--- src/rtl/text_console_ctrl.sv ---
// Write-side controller for the character RAM: consumes console bytes, tracks the
// cursor, drives write strobes and implements hardware scroll plus full clear.
module text_console_ctrl #(
    parameter int          COLS       = 40,
    parameter int          ROWS       = 32,
    parameter int          ADDR_WIDTH = 11,
    parameter logic [7:0]  FILL_CHAR  = 8'h20
) (
    input  logic                  in_main_clock,
    input  logic                  in_reset_n,
    input  logic                  in_char_valid,
    input  logic [7:0]            in_char,
    output logic                  out_char_ready,
    input  logic                  in_clear,
    output logic                  out_busy,
    output logic [ADDR_WIDTH-1:0] out_ram_wr_address,
    output logic [7:0]            out_ram_wr_data,
    output logic                  out_ram_wr_enable,
    output logic [5:0]            out_cursor_x,
    output logic [4:0]            out_cursor_y,
    output logic [4:0]            out_top_row
);

    localparam logic [ADDR_WIDTH-1:0] LP_COLS  = ADDR_WIDTH'(COLS);
    localparam logic [ADDR_WIDTH-1:0] LP_CELLS = ADDR_WIDTH'(COLS * ROWS);
    localparam logic [5:0]            LP_XMAX  = 6'(COLS - 1);
    localparam logic [4:0]            LP_YMAX  = 5'(ROWS - 1);

    typedef enum logic [1:0] {IDLE, WRITE, CLR_LINE, CLR_ALL} state_t;

    state_t                  r_state;
    logic [5:0]              r_x;
    logic [4:0]              r_y;
    logic [4:0]              r_top;
    logic [ADDR_WIDTH-1:0]   r_addr;
    logic [ADDR_WIDTH-1:0]   r_base;
    logic [ADDR_WIDTH-1:0]   r_cnt;
    logic [7:0]              r_data;
    logic                    r_wr_en;
    logic                    r_busy;
    logic                    r_ready;
    logic                    r_clr_pend;
    logic                    r_scroll_pend;

    logic [5:0]              w_row_sum;
    logic [4:0]              w_row;
    logic [ADDR_WIDTH-1:0]   w_row_base;
    logic [ADDR_WIDTH-1:0]   w_cur_addr;
    logic [ADDR_WIDTH-1:0]   w_bs_addr;
    logic [ADDR_WIDTH-1:0]   w_top_base;
    logic [4:0]              w_top_next;
    logic                    w_clear_req;
    logic                    w_accept;
    logic                    w_printable;

    // Logical row is rotated by the scroll offset to get the physical row.
    assign w_row_sum   = {1'b0, r_top} + {1'b0, r_y};
    assign w_row       = (w_row_sum >= 6'(ROWS)) ? 5'(w_row_sum - 6'(ROWS)) : w_row_sum[4:0];
    assign w_row_base  = ADDR_WIDTH'(w_row) * LP_COLS;
    assign w_cur_addr  = w_row_base + ADDR_WIDTH'(r_x);
    assign w_bs_addr   = w_row_base + ADDR_WIDTH'(r_x - 6'd1);
    assign w_top_base  = ADDR_WIDTH'(r_top) * LP_COLS;
    assign w_top_next  = (r_top == LP_YMAX) ? 5'd0 : r_top + 5'd1;
    assign w_clear_req = in_clear | r_clr_pend;
    assign w_accept    = r_ready & in_char_valid & ~w_clear_req;
    assign w_printable = (in_char >= 8'h20) && (in_char <= 8'h7E);

    // A clear seen in the same cycle as a ready byte wins; the byte is left for later.
    always_ff @(posedge in_main_clock or negedge in_reset_n) begin
        if (!in_reset_n) begin
            r_state       <= IDLE;
            r_x           <= '0;
            r_y           <= '0;
            r_top         <= '0;
            r_addr        <= '0;
            r_base        <= '0;
            r_cnt         <= '0;
            r_data        <= '0;
            r_wr_en       <= 1'b0;
            r_busy        <= 1'b0;
            r_ready       <= 1'b0;
            r_clr_pend    <= 1'b0;
            r_scroll_pend <= 1'b0;
        end else begin
            r_wr_en <= 1'b0;
            r_ready <= 1'b0;
            case (r_state)
                IDLE: begin
                    if (w_clear_req) begin
                        r_state    <= CLR_ALL;
                        r_addr     <= '0;
                        r_cnt      <= ADDR_WIDTH'(1);
                        r_data     <= FILL_CHAR;
                        r_wr_en    <= 1'b1;
                        r_busy     <= 1'b1;
                        r_clr_pend <= 1'b0;
                    end else if (w_accept) begin
                        if (w_printable) begin
                            r_state <= WRITE;
                            r_addr  <= w_cur_addr;
                            r_data  <= in_char;
                            r_wr_en <= 1'b1;
                            if (r_x == LP_XMAX) begin
                                r_x <= '0;
                                if (r_y == LP_YMAX) r_scroll_pend <= 1'b1;
                                else                r_y <= r_y + 5'd1;
                            end else begin
                                r_x <= r_x + 6'd1;
                            end
                        end else begin
                            case (in_char)
                                8'h0D: begin
                                    r_x     <= '0;
                                    r_ready <= 1'b1;
                                end
                                8'h0A: begin
                                    if (r_y == LP_YMAX) begin
                                        r_state <= CLR_LINE;
                                        r_top   <= w_top_next;
                                        r_base  <= w_top_base;
                                        r_addr  <= w_top_base;
                                        r_cnt   <= ADDR_WIDTH'(1);
                                        r_data  <= FILL_CHAR;
                                        r_wr_en <= 1'b1;
                                        r_busy  <= 1'b1;
                                    end else begin
                                        r_y     <= r_y + 5'd1;
                                        r_ready <= 1'b1;
                                    end
                                end
                                8'h08: begin
                                    if (r_x != 6'd0) begin
                                        r_state <= WRITE;
                                        r_x     <= r_x - 6'd1;
                                        r_addr  <= w_bs_addr;
                                        r_data  <= FILL_CHAR;
                                        r_wr_en <= 1'b1;
                                    end else begin
                                        r_ready <= 1'b1;
                                    end
                                end
                                8'h0C: begin
                                    r_state <= CLR_ALL;
                                    r_addr  <= '0;
                                    r_cnt   <= ADDR_WIDTH'(1);
                                    r_data  <= FILL_CHAR;
                                    r_wr_en <= 1'b1;
                                    r_busy  <= 1'b1;
                                end
                                default: r_ready <= 1'b1;
                            endcase
                        end
                    end else begin
                        r_ready <= 1'b1;
                    end
                end

                // A pending clear supersedes a pending scroll since it wipes everything.
                WRITE: begin
                    r_scroll_pend <= 1'b0;
                    if (w_clear_req) begin
                        r_state    <= CLR_ALL;
                        r_addr     <= '0;
                        r_cnt      <= ADDR_WIDTH'(1);
                        r_data     <= FILL_CHAR;
                        r_wr_en    <= 1'b1;
                        r_busy     <= 1'b1;
                        r_clr_pend <= 1'b0;
                    end else if (r_scroll_pend) begin
                        r_state <= CLR_LINE;
                        r_top   <= w_top_next;
                        r_base  <= w_top_base;
                        r_addr  <= w_top_base;
                        r_cnt   <= ADDR_WIDTH'(1);
                        r_data  <= FILL_CHAR;
                        r_wr_en <= 1'b1;
                        r_busy  <= 1'b1;
                    end else begin
                        r_state <= IDLE;
                        r_ready <= 1'b1;
                    end
                end

                CLR_LINE: begin
                    if (in_clear) r_clr_pend <= 1'b1;
                    if (r_cnt < LP_COLS) begin
                        r_addr  <= r_base + r_cnt;
                        r_cnt   <= r_cnt + ADDR_WIDTH'(1);
                        r_wr_en <= 1'b1;
                    end else if (w_clear_req) begin
                        r_state    <= CLR_ALL;
                        r_addr     <= '0;
                        r_cnt      <= ADDR_WIDTH'(1);
                        r_data     <= FILL_CHAR;
                        r_wr_en    <= 1'b1;
                        r_clr_pend <= 1'b0;
                    end else begin
                        r_state <= IDLE;
                        r_busy  <= 1'b0;
                        r_ready <= 1'b1;
                    end
                end

                CLR_ALL: begin
                    if (r_cnt < LP_CELLS) begin
                        r_addr  <= r_cnt;
                        r_cnt   <= r_cnt + ADDR_WIDTH'(1);
                        r_wr_en <= 1'b1;
                    end else begin
                        r_state <= IDLE;
                        r_x     <= '0;
                        r_y     <= '0;
                        r_top   <= '0;
                        r_busy  <= 1'b0;
                        r_ready <= ~in_clear;
                    end
                end

                default: r_state <= IDLE;
            endcase
        end
    end

    assign out_char_ready     = r_ready;
    assign out_busy           = r_busy;
    assign out_ram_wr_address = r_addr;
    assign out_ram_wr_data    = r_data;
    assign out_ram_wr_enable  = r_wr_en;
    assign out_cursor_x       = r_x;
    assign out_cursor_y       = r_y;
    assign out_top_row        = r_top;

endmodule

--- config.mk ---
export PLATFORM = sky130hd
export DESIGN_NAME = text_console_ctrl
export DESIGN_NICKNAME = d
export VERILOG_FILES = /design/src/rtl/text_console_ctrl.sv
export SDC_FILE = /design/constraint.sdc
export NUM_CORES = 1
export LEC_CHECK = 0
export CAP_MARGIN = 20
export CORE_MARGIN = 10
export CORE_UTILIZATION = 40
export CTS_BUF_LIST = sky130_fd_sc_hd__clkbuf_16
export DETAILED_ROUTE_END_ITERATION = 7
export HOLD_SLACK_MARGIN = 0.06
export PLACE_DENSITY = 0.61
export SLEW_MARGIN = 40
export SYNTH_ARGS = -nofsm -noshare
export SYNTH_HDL_FRONTEND = slang
export SYNTH_SLANG_ARGS = --single-unit
export TNS_END_PERCENT = 1
--- constraint.sdc ---
create_clock -name in_main_clock -period 5.6 [get_ports in_main_clock]
set_input_delay 0.56 -clock in_main_clock [delete_from_list [all_inputs] [get_ports in_main_clock]]
set_output_delay 0.56 -clock in_main_clock [all_outputs]
set_load 0.03 [all_outputs]
# == Yosys cells after proc, flatten, opt, wreduce, memory -nomap -nowiden ==
# Index checks and enable logic that the tools add are counted.
# Widths: inputs -> output; s select.
# op_classes
n_addsub,11
n_mul,2
div,0
magnitude_cmp,5
n_eq_ne,38
shifts,0
mux,123
bitwise_logic,5
n_reduce_logical,20
# ops
operator,n
$mux 11,24
$pmux 11 s4,2
$mux 5,16
$mux 8,9
$pmux 8 s3,2
$pmux 11 s2,2
$mux 1,37
$mux 6,6
$pmux 11 s3,1
$eq 8x4->1 const B,4
$ne 2x2->1 const B,13
$pmux 6 s2,2
$reduce_and 6->1,4
$reduce_and 8->1,3
$add 11x11->11,2
$mux 2,10
$mul 5x3->8 const B,2
$ne 3x3->1 const B,5
$pmux 5 s3,1
$reduce_and 7->1,2
$pmux 1 s4,3
$add 11x1->11 const B,1
$add 11x6->11,1
$lt 11x11->1 const B,1
other kinds (36),51
# word_totals
regBits,64
latchBits,0
ramBits,0
mem_bits_ro,0
input_bits,12
output_inout_bits,38
word_cells,217
mem_count,0

# == Depth between registers and ports, before layout ==
# depth
word_depth,11
ltp_mapped,16
depth_no_buf,16

# == Least setup slack after synthesis ==
# OpenSTA, ideal clock, no wires.
# synth_timing
path_type,flip-flop to flip-flop
start,"register r_y[0], in the netlist out_cursor_y[0]"
end,"register r_addr[9], in the netlist out_ram_wr_address[9]"
setup_time_ns,0.125
t_arrival_ns,4.061
required_ns,5.475
slack_ns,1.414
path_stages_with_launch,17
n_path_buf,0
period_less_slack_ns,4.186
cell_sequence,dfrtp_1 ha_1 fa_1 a21o_1 a21oi_1 xnor2_1 xnor2_1 ha_1 a21o_1 a21oi_1 xnor3_1 ha_1 nand2b_1 mux2i_1 a221o_1 o2bb2ai_1 mux2_4
# synth_between
elab_chain_len,11
word_cells_on_any_way,16
classes_between,add/sub: 4; mul: 1; order compare: 1; eq/ne: 2; mux: 7; reduce/logical: 1
# synth_lines
element,line_no,rtl
"start, declared",33,logic [4:0] r_y;
"start signal, assigned",106,else r_y <= r_y + 5'd1;
"start signal, assigned",127,r_y <= r_y + 5'd1;
$add 5x5->6,57,"assign w_row_sum = {1'b0, r_top} + {1'b0, r_y};"
$sub 5x1->5 / $ge 6x6->1 (equally long branches),58,assign w_row = (w_row_sum >= 6'(ROWS)) ? 5'(w_row_sum - 6'(ROWS)) : w_row_sum[4:0];
$mux 5,58,
$mul 5x3->8,59,assign w_row_base = ADDR_WIDTH'(w_row) * LP_COLS;
$add 11x11->11,61,assign w_bs_addr = w_row_base + ADDR_WIDTH'(r_x - 6'd1);
$mux 11,132,if (r_x != 6'd0) begin
$pmux 11 s3,111,case (in_char)
$mux 11,98,if (w_printable) begin
$mux 11,97,end else if (w_accept) begin
$mux 11,89,if (w_clear_req) begin
$pmux 11 s4,87,case (r_state)
"end signal, assigned",100,r_addr <= w_cur_addr;
"end signal, assigned",121,r_addr <= w_top_base;
"end signal, assigned",135,r_addr <= w_bs_addr;
"end, declared",35,logic [ADDR_WIDTH-1:0] r_addr;
# Parallel ways exist; a longest one is shown, timed or not. The select of a mux whose other input is x is not followed.
# A chain may end at the register's enable or synchronous reset.

# == Final worst setup path ==
# layout_timing
start,"register r_top[0], in the netlist out_top_row[0]"
end,"register r_addr[9], in the netlist out_ram_wr_address[9]"
# layout_between
elab_chain_len,11
word_cells_on_any_way,17
classes_between,add/sub: 4; mul: 2; order compare: 1; mux: 10
# layout_lines
element,line_no,rtl
"start, declared",34,logic [4:0] r_top;
"start signal, assigned",119,r_top <= w_top_next;
"start signal, assigned",171,r_top <= w_top_next;
$add 5x5->6,57,
$sub 5x1->5 / $ge 6x6->1 (equally long branches),58,
$mux 5,58,
$mul 5x3->8,59,
$add 11x11->11,61,
$mux 11,132,
$pmux 11 s3,111,
$mux 11,98,
$mux 11,97,
$mux 11,89,
$pmux 11 s4 (*),87,
# Every way passes the cells marked *; elsewhere a longest branch is shown, timed or not. The select of a mux whose other input is x is not followed.

==> key figures <==
Synthesis
  • Count leader, synth: nand2_1
  • Syn_nets: 639
  • Post-synth top area share: between 30 and 40%
  • Top FF cell, synth: dfrtp_1
  • Sequential area share after synthesis: just over 30%
  • Syn Area/Cell: 8.74 µm²
  • Yosys top cell by area: dfrtp_1
  • Synth top cells by count: 64 x nand2_1, 61 x dfrtp_1, 60 x o21ai_0
  • Yosys cell types: 69
  • Synth top area cells: dfrtp_1 30%, ha_1 11%, o21ai_0 6.0%, nand2_1 4.8%, xnor2_1 4.0%
  • Number of synthesized flops with an enable pin: 0
  • Post-synthesis async set-or-reset flop share: 100%
  • Cell Area, Synth: approximately 0.0050 mm²
  • Count of state elements after synthesis: 61
  • Mapped Cells: 575
  • Synth Warn #: 0

Power
  • Net Switching: 231 µW
  • Leak Pwr: 2.43 nW
  • Sequential power share: approximately 43%
  • Internal Power: 787 µW
  • Power Density: 173 mW/mm²
  • Switching Share: 22.7%
  • Peak supply drop: 122 µV
  • Gate power share: 4.2%
  • Clock power share: 52.4%

STA
  • Max Clk Rate: about 0.22 GHz
  • Worst clock skew: 0.00834 ns
  • Worst slew margin relative to its limit: 51.5%
  • Period minus WS final: between 4 and 5 ns
  • Worst-margin pin slew: 0.725 ns
  • Part of the cycle the worst path needs: 79.6%
  • Final hold viol count: 0
  • Setup violators final: 0
  • Unrepaired setup endpoints after global routing: no
  • Setup_tns: 0 ns
  • Slew Limit Fails: 0

GRT
  • Vias in the first global route: 4,320
  • GRT overflow: 0
  • Met3 usage: 5.49%
  • Grt met2 use: between 20% and 30%
  • Largest net degree at the start of global routing: 62
  • Total GRT Usage: 16.6%
  • Gr busiest metal: met2
  • First-pass GRT wire length: 23,400 µm
  • Initial antenna violation count: 0
  • Met1 GRT Util: between 20 and 25%

Routing
  • Wire length per cell: 18.4 µm
  • Antenna-violating nets left: 0
  • Via count: between 4,000 and 5,000
  • Drt pass-1 iters: 5
  • DRC: 0
  • Final wirelength: 14,300 µm
  • DR vias/cell: 5.76
  • Number of DRC markers in iteration 0: between 500 and 600

Clock network
  • Clock-pin slew on the worst setup and hold paths: 0.05 ns
  • Root Buffer: clkbuf_16
  • Sink Count: 61
  • Post-CTS sizing: 0
  • Total CTS buffers: 9
  • TritonCTS clock tree: built
  • Hold_buf cts: 0
  • Setup repair bufs after CTS: 0
  • Clk buf depth: 2
  • Skew-Pair Late Insertion Delay: 0.35 ns
  • Htree depth: 3

Place
  • Port buffer count: between 40 and 50
  • Post-detail-place hpwl: 10,500 µm
  • RePlAce Congestion: 0.874
  • Placed Cells: around 760

Flow run
  • # Max-Cap Violations: 0

Floorplan
  • Core area: 0.0122 mm²
  • I/O pin total: 50
  • Die area: 0.0174 mm²
  • Row count: 40
  • DIE WIDTH: 132 µm
  • Die Height: 132 µm
  • Starting density of the core: 41.3%

Finish
  • Diodes inserted: 0
  • Share of layout cells above drive strength 1: 7.39%
  • Layout net count: approximately 670
  • Synth-to-Final Area Change: 16.8%
  • Non-Filler Instances: 777

Setup path
  • Critical Path RT: 5.83 ns
  • Crit start category: flip-flop
  • CP Capture Type: flip-flop
  • Critical Path Fanout Max: 10
  • CP Class: flip-flop to flip-flop
  • Worst path arrival time: between 4 and 5 ns

Min path
  • Worst hold path class: primary input to async pin

Run status
  • Status: complete, no violations
-- worst max-delay path: stages, from the launching register on --
cell       delay (ns)
dfrtp_1          0.51
ha_1             0.27
fa_1             0.40
a21o_1           0.17
a21oi_1          0.30
xnor2_1          0.20
xnor2_1          0.29
ha_1             0.28
a21o_1           0.17
a21oi_1          0.25
xnor3_1          0.31
ha_1             0.33
nand2b_1         0.10
mux2i_1          0.08
a221o_1          0.26
o2bb2ai_1        0.12
mux2_4           0.28
-- layout by cell type (no fill, tap or decap), types with 4 or more instances in the layout --
| cell type | instances |
|---|---|
| o21ai_0 | 60 |
| a21oi_1 | 34 |
| fa_1 | 6 |
| a22oi_1 | 5 |
| nand3_1 | 15 |
| nand3b_1 | 4 |
| o31ai_1 | 9 |
| a222oi_1 | 8 |
| xor2_1 | 7 |
| nand2b_1 | 7 |
| xnor2_1 | 23 |
| or3_1 | 6 |
| and3_1 | 7 |
| and2_1 | 4 |
| nand2_1 | 64 |
| a211oi_1 | 6 |
| mux2i_1 | 4 |
| o21ai_1 | 9 |
| a21o_1 | 13 |
| nand4_1 | 5 |
| clkdlybuf4s50_1 | 48 |
| a31oi_1 | 5 |
| nor2_1 | 38 |
| o21bai_1 | 4 |
| dfrtp_1 | 61 |
| mux2_2 | 9 |
| nor3_1 | 6 |
| inv_1 | 16 |
| nor2b_1 | 6 |
| ha_1 | 46 |
| clkbuf_16 | 9 |
-- metal layers --
layer | routed length [µm] | vias up | part of all wire, %
met3 | 961 | 20 | 6.7
met2 | 6560 | 137 | 46
met5 | 0 | - | 0
met4 | 187 | 0 | 1.3
met1 | 6610 | 2138 | 46
li1 | - | 2180 | -
-- cell type report --
type	instances	area, µm²
clock buffer	9	225
clock inverter	4	42.5
fill	1187	6290
inverter	16	60.1
multi-input combinational	467	3290
sequential	61	1530
tap	168	210
timing repair buffer	52	512
-- final timing paths --
| kind | from | to | slack [ns] | cells past startpoint |
|---|---|---|---|---|
| min | in_reset_n | out_cursor_x[4] | 0.30 | 2 |
| max | out_top_row[0] | out_ram_wr_address[9] | 1.14 | 16 |
| max in group asynchronous | in_reset_n | out_ram_wr_address[5] | 4.89 | 2 |
| min reg2reg | out_ram_wr_data[6] | out_ram_wr_data[6] | 0.47 | 2 |
| min in group in_main_clock | out_ram_wr_data[6] | out_ram_wr_data[6] | 0.47 | 2 |
| max reg2reg | out_top_row[0] | out_ram_wr_address[9] | 1.14 | 16 |
-- power by group through the flow --
stage                     combinational [mW]  clock, mW  sequential, mW
after floorplan                       0.0189          0           0.449
after global placement                0.0424          0           0.449
after detailed placement              0.0426          0           0.449
after CTS                             0.0430      0.545           0.441
after global routing                  0.0479      0.565           0.441
final                                 0.0429      0.534           0.441
-- state kept, by name, summed over array words and instances, names as in the netlist --
signal and count:
r_state 2, out_cursor_x 6, r_clr_pend 1, out_char_ready 1, r_scroll_pend 1, out_top_row 5
out_ram_wr_address 11, r_base 8, out_cursor_y 5, out_ram_wr_data 8, out_busy 1, r_cnt 11
out_ram_wr_enable 1
-- cells by family (layout without fill, tap and decap cells) --
group | Yosys count | count (layout) | synth area share [%]
AOI/OAI and AO/OA | 186 | 186 | 23.9
xor gates and xnor gates | 31 | 31 | 5.68
adders and majority gates | 52 | 52 | 13.8
buffers and inverters | 47 | 81 | 4.36
DFF | 61 | 61 | 30.4
muxes | 15 | 15 | 3.41
and+or+nand+nor | 183 | 183 | 18.5
-- stage by stage --
| stage | cell area (µm²) | hold WS [ns] | total power, mW | utilization (%) | worst slack (ns) |
|---|---|---|---|---|---|
| after floorplan | 5020 | 0.264 | 0.468 | - | 1.41 |
| after global placement | 5580 | 0.463 | 0.491 | 45.9 | 1.24 |
| after detailed placement | 5600 | 0.469 | 0.491 | 46.0 | 1.15 |
| after CTS | 5860 | 0.427 | 1.03 | 48.2 | 1.10 |
| after global routing | 5870 | 0.347 | 1.05 | 48.3 | 0.765 |
| final | 5870 | 0.297 | 1.02 | 48.3 | 1.14 |
No activity file was read; power rests on OpenSTA's default activity.
